[src/rtl/matrix_accel_sequencer.sv]
// ---------------------------------------------------------------------------
// matrix_accel_sequencer
//
// Front-end job sequencer for the matrix accelerator. It collects a stream of
// (multiplier, multiplicand) operand pairs into KERNEL_SIZE*KERNEL_SIZE lanes
// and pulses the per-lane start vector for one cycle. It then waits for the
// accelerator's accumulated-ready flag, captures the signed accumulation and
// returns it on a valid/ready result stream. A new job is not accepted until
// the previous result has been handed off.
//
// Optional build macro: SEQ_TIMEOUT_EN
//   defined   - a WAIT watchdog aborts after TIMEOUT_CYCLES cycles, sets the
//               sticky err_timeout flag and emits a zero result.
//   undefined - WAIT holds until finalReady; err_timeout is tied low.
//
// Ports:
//   Clk, Rst            clock (rising edge), asynchronous active-low reset
//   s_valid/s_ready     operand pair handshake
//   s_data              [W-1:0] multiplier, [2W-1:W] multiplicand
//   s_last              final pair of the job (may end the job early)
//   multiplier_input    lane n at [n*W +: W]
//   multiplicand_input  lane n at [n*W +: W]
//   mStart              per-lane start, all ones for one cycle
//   finalReady          accelerator result ready (registered, may be stale)
//   finalAccumulate     signed accumulated result
//   m_valid/m_ready     result handshake
//   m_data              captured result, bit-exact copy of finalAccumulate
//   busy                low only when idle in LOAD with no lanes filled
//   job_count           completed results, wraps at 16 bits
//   err_timeout         sticky WAIT timeout flag
// ---------------------------------------------------------------------------
module matrix_accel_sequencer #(
    parameter int DATA_WIDTH     = 32,
    parameter int KERNEL_SIZE    = 3,
    parameter int AXI_BUS_WIDTH  = 32,
    parameter int MIN_LATENCY    = 2,
    parameter int TIMEOUT_CYCLES = 1024
) (
    input  logic                                             Clk,
    input  logic                                             Rst,
    input  logic                                             s_valid,
    output logic                                             s_ready,
    input  logic [2*AXI_BUS_WIDTH-1:0]                       s_data,
    input  logic                                             s_last,
    output logic [KERNEL_SIZE*KERNEL_SIZE*AXI_BUS_WIDTH-1:0] multiplier_input,
    output logic [KERNEL_SIZE*KERNEL_SIZE*AXI_BUS_WIDTH-1:0] multiplicand_input,
    output logic [KERNEL_SIZE*KERNEL_SIZE-1:0]               mStart,
    input  logic                                             finalReady,
    input  logic signed [AXI_BUS_WIDTH-1:0]                  finalAccumulate,
    output logic                                             m_valid,
    input  logic                                             m_ready,
    output logic signed [AXI_BUS_WIDTH-1:0]                  m_data,
    output logic                                             busy,
    output logic [15:0]                                      job_count,
    output logic                                             err_timeout
);

    localparam int N     = KERNEL_SIZE * KERNEL_SIZE;
    localparam int W     = AXI_BUS_WIDTH;
    localparam int IDX_W = (N > 1) ? $clog2(N) : 1;
    localparam int CNT_W = $clog2(TIMEOUT_CYCLES + MIN_LATENCY + 2);
    // The accelerator consumes DATA_WIDTH bits per lane; anything above that
    // on the bus is zeroed so lanes never carry stray upper bits.
    localparam int OP_W  = (DATA_WIDTH < W) ? DATA_WIDTH : W;

    typedef enum logic [1:0] {
        S_LOAD   = 2'd0,
        S_START  = 2'd1,
        S_WAIT   = 2'd2,
        S_OUTPUT = 2'd3
    } state_e;

    state_e              state_q, state_d;
    logic [IDX_W-1:0]    idx_q, idx_d;
    logic [N*W-1:0]      mult_q, mult_d;
    logic [N*W-1:0]      mcand_q, mcand_d;
    logic                s_ready_q, s_ready_d;
    logic signed [W-1:0] m_data_q, m_data_d;
    logic [15:0]         job_count_q, job_count_d;
    logic [CNT_W-1:0]    wait_cnt_q, wait_cnt_d;
    logic                accept;
    logic                ready_qual;
`ifdef SEQ_TIMEOUT_EN
    logic                err_q, err_d;
`endif

    always_comb begin
        state_d     = state_q;
        idx_d       = idx_q;
        mult_d      = mult_q;
        mcand_d     = mcand_q;
        m_data_d    = m_data_q;
        job_count_d = job_count_q;
        wait_cnt_d  = wait_cnt_q;
`ifdef SEQ_TIMEOUT_EN
        err_d       = err_q;
`endif
        accept      = (state_q == S_LOAD) && s_valid && s_ready_q;
        // finalReady is registered inside the accelerator and can still show
        // the previous job's result for the first MIN_LATENCY WAIT cycles.
        ready_qual  = (wait_cnt_q >= CNT_W'(MIN_LATENCY)) && finalReady;

        case (state_q)
            S_LOAD: begin
                if (accept) begin
                    for (int n = 0; n < N; n++) begin
                        if (idx_q == IDX_W'(n)) begin
                            mult_d[n*W +: W]  = W'(s_data[OP_W-1:0]);
                            mcand_d[n*W +: W] = W'(s_data[W +: OP_W]);
                        end
                    end
                    if (s_last || (idx_q == IDX_W'(N - 1))) begin
                        idx_d   = '0;
                        state_d = S_START;
                    end else begin
                        idx_d = idx_q + 1'b1;
                    end
                end
            end
            S_START: begin
                wait_cnt_d = '0;
                state_d    = S_WAIT;
            end
            S_WAIT: begin
                if (ready_qual) begin
                    m_data_d = finalAccumulate;
                    state_d  = S_OUTPUT;
`ifdef SEQ_TIMEOUT_EN
                end else if (wait_cnt_q == CNT_W'(TIMEOUT_CYCLES - 1)) begin
                    m_data_d = '0;
                    err_d    = 1'b1;
                    state_d  = S_OUTPUT;
                end else begin
                    wait_cnt_d = wait_cnt_q + 1'b1;
                end
`else
                end else if (wait_cnt_q < CNT_W'(MIN_LATENCY)) begin
                    // Counter only needs to reach MIN_LATENCY; it then holds.
                    wait_cnt_d = wait_cnt_q + 1'b1;
                end
`endif
            end
            S_OUTPUT: begin
                if (m_ready) begin
                    job_count_d = job_count_q + 16'd1;
                    mult_d      = '0;
                    mcand_d     = '0;
                    state_d     = S_LOAD;
                end
            end
            default: state_d = S_LOAD;
        endcase

        // Registered so s_ready stays low for the first cycle after reset.
        s_ready_d = (state_d == S_LOAD);
    end

    always_ff @(posedge Clk or negedge Rst) begin
        if (!Rst) begin
            state_q     <= S_LOAD;
            idx_q       <= '0;
            mult_q      <= '0;
            mcand_q     <= '0;
            s_ready_q   <= 1'b0;
            m_data_q    <= '0;
            job_count_q <= '0;
            wait_cnt_q  <= '0;
        end else begin
            state_q     <= state_d;
            idx_q       <= idx_d;
            mult_q      <= mult_d;
            mcand_q     <= mcand_d;
            s_ready_q   <= s_ready_d;
            m_data_q    <= m_data_d;
            job_count_q <= job_count_d;
            wait_cnt_q  <= wait_cnt_d;
        end
    end

`ifdef SEQ_TIMEOUT_EN
    always_ff @(posedge Clk or negedge Rst) begin
        if (!Rst) begin
            err_q <= 1'b0;
        end else begin
            err_q <= err_d;
        end
    end
    assign err_timeout = err_q;
`else
    assign err_timeout = 1'b0;
`endif

    assign s_ready            = s_ready_q;
    assign multiplier_input   = mult_q;
    assign multiplicand_input = mcand_q;
    assign mStart             = {N{state_q == S_START}};
    assign m_valid            = (state_q == S_OUTPUT);
    assign m_data             = m_data_q;
    assign job_count          = job_count_q;
    assign busy               = !((state_q == S_LOAD) && (idx_q == '0));

endmodule

[config.mk]
export PLATFORM = sky130hd
export DESIGN_NAME = matrix_accel_sequencer
export DESIGN_NICKNAME = d
export VERILOG_FILES = /design/src/rtl/matrix_accel_sequencer.sv
export SDC_FILE = /design/constraint.sdc
export NUM_CORES = 1
export LEC_CHECK = 0
export ABC_AREA = 1
export CAP_MARGIN = 20
export CORE_AREA = 2 2 288 290
export CTS_CLUSTER_SIZE = 12
export DETAILED_ROUTE_END_ITERATION = 8
export DIE_AREA = 0 0 290 292
export SLEW_MARGIN = 10
export SYNTH_ARGS = -nofsm -noshare
export SYNTH_HDL_FRONTEND = slang
export SYNTH_SLANG_ARGS = --single-unit
[constraint.sdc]
create_clock -name Clk -period 1.8 [get_ports Clk]
set_clock_uncertainty 0.15 [all_clocks]
set_input_delay 0.18 -clock Clk [delete_from_list [all_inputs] [get_ports Clk]]
set_output_delay 0.18 -clock Clk [all_outputs]
set_load 0.05 [all_outputs]
Word level (Yosys, flattened, before mapping)
Index checks and enable logic that the tools add are counted.

Bits in registers: 642. Input port bits: 102. Word-level logic and storage cells: 109.

$add $sub $neg: 3. Magnitude comparators: 2. Equal/unequal tests: 24. Multiplexer cells: 32. Reductions and logical operators: 24.

Operators by type and width (count): case mux 288 bit (2 select lines) (2); 2-to-1 mux 288 bit (3); 2-to-1 mux 32 bit (18); AND reduction 4 bit (9); 2-to-1 mux 11 bit (2); case mux 11 bit (2 select lines) (1); != test 2 x 1 -> 1 bit, second input constant (10); adder 16 x 1 -> 16 bit, second input constant (1); == test 4 x 3 -> 1 bit, second input constant (4); adder 11 x 1 -> 11 bit, second input constant (1); greater-or-equal comparator 11 x 2 -> 1 bit, second input constant (1); less-than comparator 11 x 2 -> 1 bit, second input constant (1); == test 4 x 2 -> 1 bit, second input constant (2); 2-to-1 mux 2 bit (4); case mux 2 bit (4 select lines) (1); != test 2 bit, second input constant (3); AND reduction 2 bit (3); adder 4 x 1 -> 4 bit, second input constant (1); == test 2 bit, second input constant (2); == test 4 x 1 -> 1 bit, second input constant (1); == test 4 bit, second input constant (1); logical AND 1 bit (4); zero test 2 bit (2); zero test 4 bit (1); other kinds (6) (7).

Depth between registers and ports, before layout
Gate-level depths: netlist of the first run.

Depth in word-level cells: 6. Gate-level depth with buffers: 10. Gate-level depth less buffers: 9.

Least setup slack after synthesis of the first run
OpenSTA, ideal clock, no wires.

Path kind: flip-flop to flip-flop. From: reg state_q[0]. To: reg mult_q[281] (netlist: multiplier_input[281]). Data arrival time: 2082 ps. Setup slack: -560 ps. Cell stages (with the launch flop): 10. Buffers on the path: 2. Clock period less this slack: 2360 ps. Path through: dfrtp_1 ha_1 nand2_2 o21ai_1 nand2_2 or2_1 buf_2 buf_2 nand2_1 o21ai_1.

Elaborated cells on any way between the ends: 10. Classes of those cells: eq/ne (4); mux (1); reduce/logical (5).

RTL lines: from (decl) (RTL line 73) `state_e state_q, state_d;`; from (signal assigned) (RTL line 169) `state_q <= state_d;`; == test 2 bit *; net m_valid (RTL line 50) `output logic m_valid,`; != test 2 x 1 -> 1 bit (no line) / nonzero test 2 bit (equally long branches); AND reduction 4 bit (no line); to (signal assigned) (RTL line 171) `mult_q <= mult_d;`; to (decl) (RTL line 75) `logic [N*W-1:0] mult_q, mult_d;`.

Mark *: on every way through the listed nets, which the timed path passes. The rest lies on a longest branch. A chain may end at the register's enable or synchronous reset.

Final worst setup path of the first run
From: reg state_q[1]. To: reg mult_q[170] (netlist: multiplier_input[170]).

Longest elaborated chain between the ends: 5. Elaborated cells on any way between the ends: 10. Classes of those cells: eq/ne (4); mux (1); reduce/logical (5).

RTL lines: zero test 2 bit (RTL line 98, 103); logical AND 1 bit (2 in a row) (RTL line 98) `accept = (state_q == S_LOAD) && s_valid && s_ready_q;`; != test 2 bit (no line); AND reduction 4 bit (no line).

Several ways; a longest one is shown, not always the timed one.

==> results of run 1 <==
[cell type report]
| class | instances | share of cell area [%] |
|---|---|---|
| clock buffers | 104 | 5.406 |
| well taps | 1070 | 3.420 |
| inverters | 35 | 0.3452 |
| flip-flops and latches | 642 | 41.06 |
| multi-input cells | 1457 | 21.55 |
| clock inverters | 24 | 0.7512 |
| repair buffers | 1085 | 27.47 |
[per-stage QoR]
| step | TNS, ns | utilization [%] |
|---|---|---|
| 6_report | -159.48 | 47.97 |
| 5_1_grt | -211.61 | 47.97 |
| 4_1_cts | -143.10 | 44.60 |
| 3_5_place_dp | -156.07 | 40.09 |
| 3_3_place_gp | -145.49 | 40.09 |
| 2_1_floorplan | -26.76 | - |
[timing repair]
action                                 4_1_cts  5_1_grt
resized for setup                           91      422
gates cloned                                15       49
endpoints found under the hold margin      674        0
buffers inserted                            16       19
setup endpoints to repair                  587      635
hold buffers                                34        0
pin swaps                                    4       18
[worst min path at each step]
stage / from / end / slack, ns
after detailed placement: Rst / multiplicand_input[106] / -0.06
final: s_data[5] / multiplier_input[133] / 0.12
after global routing: s_data[5] / multiplier_input[133] / 0.10
after floorplan: Rst / idx_q[0] / -0.27
after CTS: s_data[5] / multiplier_input[37] / 0.08
after global placement: Rst / multiplicand_input[105] / -0.06
[cell usage after synthesis, types with 5 or more instances]
cell type / count
dfrtp_1: 642
nor2_1: 413
a21oi_1: 392
nand2_1: 353
o21a_1: 128
buf_2: 121
o21ai_1: 65
nand3_1: 52
inv_1: 32
buf_4: 18
clkbuf_1: 12
ha_1: 11
xnor2_1: 8
xor2_1: 8
nor3_1: 6
o21ai_0: 5
[worst register-to-register path: cells and delay by family (launching register included)]
family                     cells  cell delay (ns)
and+or+nand+nor                2             0.16
buffers and inverters          5             0.68
adders and majority gates      1             0.18
DFF                            1             0.42
AOI/OAI and AO/OA              3             0.53
[state kept, by name (all words and copies together), names as in the netlist]
signal	cells
s_ready	1
job_count	16
idx_q	4
multiplicand_input	288
multiplier_input	288
m_data	32
wait_cnt_q	11
state_q	2
[logic make-up after synthesis]
logic type / Yosys count
adders and majority gates: 11
buffers and inverters: 186
and+or+nand+nor: 834
AOI/OAI and AO/OA: 595
xor gates and xnor gates: 16
other: 1
DFF: 642
[per-layer routing]
layer	GRT usage [%]	up-vias
li1	-	9559
met1	26.26	10711
met2	35.29	785
met3	5.640	169
met4	7.584	0
met5	0	-
==> impl_metrics.env, run 1 <==
export IMPL_fmax_mhz=454.6
export IMPL_synthFlopType="dfrtp_1"
export IMPL_drcViolationCount=0
export IMPL_slowest_delay_ns=0.42
export IMPL_worstMarginPinSlew_ns=0.6166
export IMPL_synth_area_sq_mm=0.02380
export IMPL_place_congestion=0.8165
export IMPL_critical_path_class="flip-flop to flip-flop"
export IMPL_wl_um=104800
export IMPL_finalCritPeriodShare_pct=122.2
export IMPL_drtIter0Drc=1281
export IMPL_synthXorXnorAreaFrac_pct=0.5887
export IMPL_crit_required_ns=2.16
export IMPL_met3_length_um=7325
export IMPL_ys_ff_latch=642
export IMPL_stdcell_count=4417
export IMPL_clk_latency_ns=0.61
export IMPL_maxCapViolCount=0
export IMPL_violations="setup timing"
export IMPL_wl_met2_um=52050
export IMPL_cts_tree="done"
export IMPL_seqCellArea_sq_mm=0.01607
export IMPL_layout_min_cycle_time_ns=2.200
export IMPL_hold_viol=0
export IMPL_dp_cells=4160
export IMPL_multi_input_area_sq_mm=0.008434
export IMPL_r2r_cells=11
export IMPL_die_y_um=292
export IMPL_synth_fa_ha_area_share_pct=0.5782
export IMPL_hpwl_um=61240
export IMPL_status="finished with violations"
export IMPL_clk_pin_slew_ns=0.06
export IMPL_critPathLaunch="state_q[1]"
export IMPL_syn_inst=2285
export IMPL_yosys_warnings=0
export IMPL_setup_viol=619
export IMPL_drtPass1Iterations=7
export IMPL_pre_cts_ws_ns=-0.3964
export IMPL_ys_async_sr_fraction_pct=100.0
export IMPL_portBuffers=737
export IMPL_die_area_sq_mm=0.08468
export IMPL_ios=739
export IMPL_n_fill_cell=7529
export IMPL_drive_gt1_share_pct=41.56
export IMPL_final_area_sq_mm=0.03914
export IMPL_highest_layer="met4"
export IMPL_grt_max_degree=88
export IMPL_first_global_vias=19983
export IMPL_drtAntennaViolNets=0
export IMPL_initial_core_util_pct=29.18
export IMPL_synthDominantCellAreaShare_pct=67.49
export IMPL_cts_sinks=642
export IMPL_antenna_found_initial=1
export IMPL_dr_total_vias=21224
export IMPL_synth_edf_count=0
export IMPL_wl_met1_um=42200
export IMPL_crit_end="multiplier_input[170]"
export IMPL_worstHoldPathType="input pin to flip-flop"
export IMPL_synthMuxAreaShare_pct=0
export IMPL_synth_area_per_cell_sq_um=10.42
export IMPL_gr_total_overflow=0
export IMPL_whs_path_depth=4
export IMPL_yosysSeqAreaShare_pct=67.49
export IMPL_worstPathArrival_ns=2.56
export IMPL_grt_pass1_wl_um=134500
export IMPL_r2r_end="multiplier_input[170]"
export IMPL_setup_slack_ns=-0.3997
export IMPL_clockRootBuffer="clkbuf_16"
export IMPL_core_area_sq_mm=0.08158
export IMPL_path_buf_inv=5
export IMPL_wire_per_inst_um=23.73
export IMPL_reg2reg_from="state_q[1]"
export IMPL_cp_start_kind="flip-flop"
export IMPL_synthSimpleGateAreaFrac_pct=13.57
export IMPL_viasPerCell=4.805
export IMPL_worst_path_stages=11
export IMPL_clock_path_buffers=3
export IMPL_cts_buffers=73
export IMPL_path_cells="inv_2 > ha_4 > inv_4 > o21ai_4 > nand2_2 > buf_12 > a21oi_4 > buf_8 > clkbuf_16 > nor2_2 > a21oi_2"
export IMPL_synth_fp_nets=2398
export IMPL_grt_usage_pct=21.10
export IMPL_ys_top_cells_by_area="dfrtp_1, a21oi_1, nor2_1"
export IMPL_fin_hold_ws_ns=0.1184
export IMPL_num_rows=105
export IMPL_endpoint_kind="flip-flop"
export IMPL_final_common_cell="buf_4"
export IMPL_slew_limit_headroom_pct=58.76
export IMPL_yosysTopAreaCell="dfrtp_1"
export IMPL_die_w_um=290
export IMPL_cpLargestDelayFamily="buffers and inverters"
export IMPL_diodes=0
export IMPL_synth_top_family_by_area="compound AO/OA/AOI/OAI gates"
export IMPL_dpl_instance_area_sq_mm=0.03271
export IMPL_r2r_setup_slack_ns=-0.40
export IMPL_area_delta_synth_final_pct=64.43
export IMPL_crit_fanout=7
export IMPL_grt_setup_unrepaired="true"
export IMPL_crit_slowest_cell="dfrtp_1"
export IMPL_drv_slew=0
export IMPL_final_nets=3407
export IMPL_h_tree_depth=3
export IMPL_synth_cell_types=27
export IMPL_layout_common_cells="buf_4, dfrtp_1, nand2_1, nor2_1, a21oi_1"
export IMPL_synth_compound_area_share_pct=13.90
Power of run 1 is left out: the tool's default activity adds up to more than one toggle a clock period on the data nets, which glitch-free logic cannot reach.
==> run 2: changes to the inputs <==
- ABC_AREA: 1 -> not set
- CORE_AREA: 2 2 288 290 -> 2 2 285 287
- DIE_AREA: 0 0 290 292 -> 0 0 287 289
- PLACE_DENSITY: not set -> 0.66
==> impl_metrics.env, run 2 <==
export IMPL_status="finished with violations"
export IMPL_violations="setup timing"
export IMPL_synth_cell_types=44
export IMPL_r2r_setup_slack_ns=-0.44
export IMPL_synth_area_per_cell_sq_um=11.70
export IMPL_drv_slew=0
export IMPL_cts_buffers=72
export IMPL_ys_ff_latch=642
export IMPL_dr_total_vias=20106
export IMPL_n_fill_cell=7121
export IMPL_critical_path_class="flip-flop to flip-flop"
export IMPL_place_congestion=0.8226
export IMPL_grt_setup_unrepaired="true"
export IMPL_fin_setup_tns_ns=-200.06
export IMPL_synth_area_sq_mm=0.02458
export IMPL_yosysSeqAreaShare_pct=65.36
export IMPL_hpwl_um=60570
export IMPL_cts_sinks=642
export IMPL_core_area_sq_mm=0.07990
export IMPL_layout_common_cells="buf_4, dfrtp_1, nand2_1, o21ai_1, clkbuf_16"
export IMPL_synth_most_common_cell="dfrtp_1"
export IMPL_r2r_cells=9
export IMPL_yosysTopAreaCell="dfrtp_1"
export IMPL_r2r_end="multiplier_input[108]"
export IMPL_ios=739
export IMPL_portBuffers=737
export IMPL_synthFlopType="dfrtp_1"
export IMPL_crit_fanout=13
export IMPL_whs_path_depth=2
export IMPL_drtAntennaViolNets=0
export IMPL_clockRootBuffer="clkbuf_16"
export IMPL_drcViolationCount=0
export IMPL_grt_usage_pct=20.03
export IMPL_grt_max_degree=85
export IMPL_first_global_vias=18983
export IMPL_setup_slack_ns=-0.4444
export IMPL_final_nets=3191
export IMPL_clock_path_buffers=3
export IMPL_drtIter0Drc=1393
export IMPL_endpoint_kind="flip-flop"
export IMPL_worstHoldPathType="input pin to flip-flop"
export IMPL_drtPass1Iterations=4
export IMPL_initial_core_util_pct=30.77
export IMPL_path_cells="inv_2 > ha_4 > buf_6 > clkinv_8 > buf_12 > o21ai_4 > buf_12 > buf_12 > mux2_4"
export IMPL_antenna_found_initial=2
export IMPL_num_rows=104
export IMPL_crit_slowest_cell="dfrtp_1"
export IMPL_path_buf_inv=6
export IMPL_gr_total_overflow=0
export IMPL_synthDominantCellAreaShare_pct=65.36
export IMPL_h_tree_depth=3
export IMPL_die_w_um=287
export IMPL_die_area_sq_mm=0.08294
export IMPL_ys_top_cells_by_area="dfrtp_1, o21ai_0, nand2_1"
export IMPL_synth_fp_nets=2214
export IMPL_area_delta_synth_final_pct=58.49
export IMPL_die_y_um=289
export IMPL_final_common_cell="buf_4"
export IMPL_hold_viol=0
export IMPL_cp_start_kind="flip-flop"
export IMPL_cp_common_cell="buf_12"
export IMPL_setup_viol=649
export IMPL_drive_gt1_share_pct=45.88
export IMPL_maxCapViolCount=0
export IMPL_synthTopCellsByCount="dfrtp_1, nand2_1, o21ai_0, mux2_2, nor2b_1"
export IMPL_clk_pin_slew_ns=0.06
export IMPL_cpLargestDelayFamily="buffers and inverters"
export IMPL_synth_edf_count=0
export IMPL_min_from="finalAccumulate[3]"
export IMPL_finish_utilization_pct=48.76
export IMPL_ys_async_sr_fraction_pct=100.0
export IMPL_syn_inst=2101
export IMPL_finalCritPeriodShare_pct=124.7
export IMPL_slowest_delay_ns=0.41
export IMPL_holdPathEnd="m_data[3]"
export IMPL_reg2reg_from="state_q[0]"
export IMPL_clk_latency_ns=0.61
export IMPL_viasPerCell=4.796
export IMPL_fmax_mhz=445.6
export IMPL_crit_required_ns=2.12
export IMPL_grt_pass1_wl_um=124700
export IMPL_wire_per_inst_um=23.24
export IMPL_wl_um=97420
export IMPL_layout_min_cycle_time_ns=2.244
export IMPL_cts_tree="done"
export IMPL_worstPathArrival_ns=2.57
export IMPL_yosys_warnings=0
[run 2: layer usage]
metal	wire [um]	up-vias	global-route usage, %	part of all wire [%]
met5	0	-	0	0
met4	3309	0	7.383	3.4
met3	5950	174	4.370	6.1
met2	48520	743	33.85	50
met1	39640	10122	25.22	41
li1	-	9067	-	-
[run 2: worst max path at each step]
stage / from / end / cells after the start
floorplan: state_q[0] / multiplicand_input[100] / 6
global placement: state_q[0] / multiplicand_input[221] / 8
detailed placement: state_q[0] / multiplicand_input[197] / 8
CTS: idx_q[0] / multiplier_input[176] / 8
global route: state_q[1] / multiplier_input[269] / 10
finish: state_q[0] / multiplier_input[108] / 9
[run 2: repair_timing]
item / CTS / global route
setup buffers: 23 / 21
pin swaps: 6 / 103
gates resized for setup: 103 / 384
hold buffers: 14 / 0
cloned: 18 / 47
endpoints found under the hold margin: 654 / 0
endpoints found under the setup margin: 645 / 652
[run 2: cells by family (layout without fill, tap and decap cells)]
family	Yosys count	after routing	share of synthesized area (%)
simple gates	648	648	11.91
compound gates	473	473	9.809
fa+ha+maj	11	11	0.5599
other cells	1	3	0.01526
mux	162	163	8.353
xor+xnor	15	15	0.5344
buf+inv	149	1177	3.466
flops	642	642	65.36
[run 2: worst reg2reg max path: stages (launching register included)]
cell and delay [ns]:
dfrtp_1 0.41, inv_2 0.09, ha_4 0.19, buf_6 0.14, clkinv_8 0.07, buf_12 0.13
o21ai_4 0.20, buf_12 0.20, buf_12 0.23, mux2_4 0.31
[run 2: layout make-up]
cell class                 instances  area, sq um  area share, %
multi-input combinational       1311         8686          22.30
antenna                            2        5.005        0.01285
clock buffer                     105         2148          5.514
inverter                           6        35.03        0.08993
sequential                       642        16070          41.24
timing repair buffer            1045        10430          26.78
tap                             1060         1326          3.404
clock inverter                    21        261.5         0.6712
[run 2: metrics by stage]
| step | hold slack (ns) | area (sq um) | instances | setup slack (ns) |
|---|---|---|---|---|
| 2_1_floorplan | -0.2656 | 25060 | 2101 | -0.3137 |
| 3_3_place_gp | -0.08758 | 33160 | 3949 | -0.4155 |
| 3_5_place_dp | -0.08880 | 33160 | 3949 | -0.4788 |
| 4_1_cts | 0.002820 | 36780 | 4130 | -0.3745 |
| 5_1_grt | 0.01649 | 38950 | 4190 | -0.4998 |
| 6_report | 0.04562 | 38960 | 4192 | -0.4444 |
Power of run 2 is left out for the same reason.
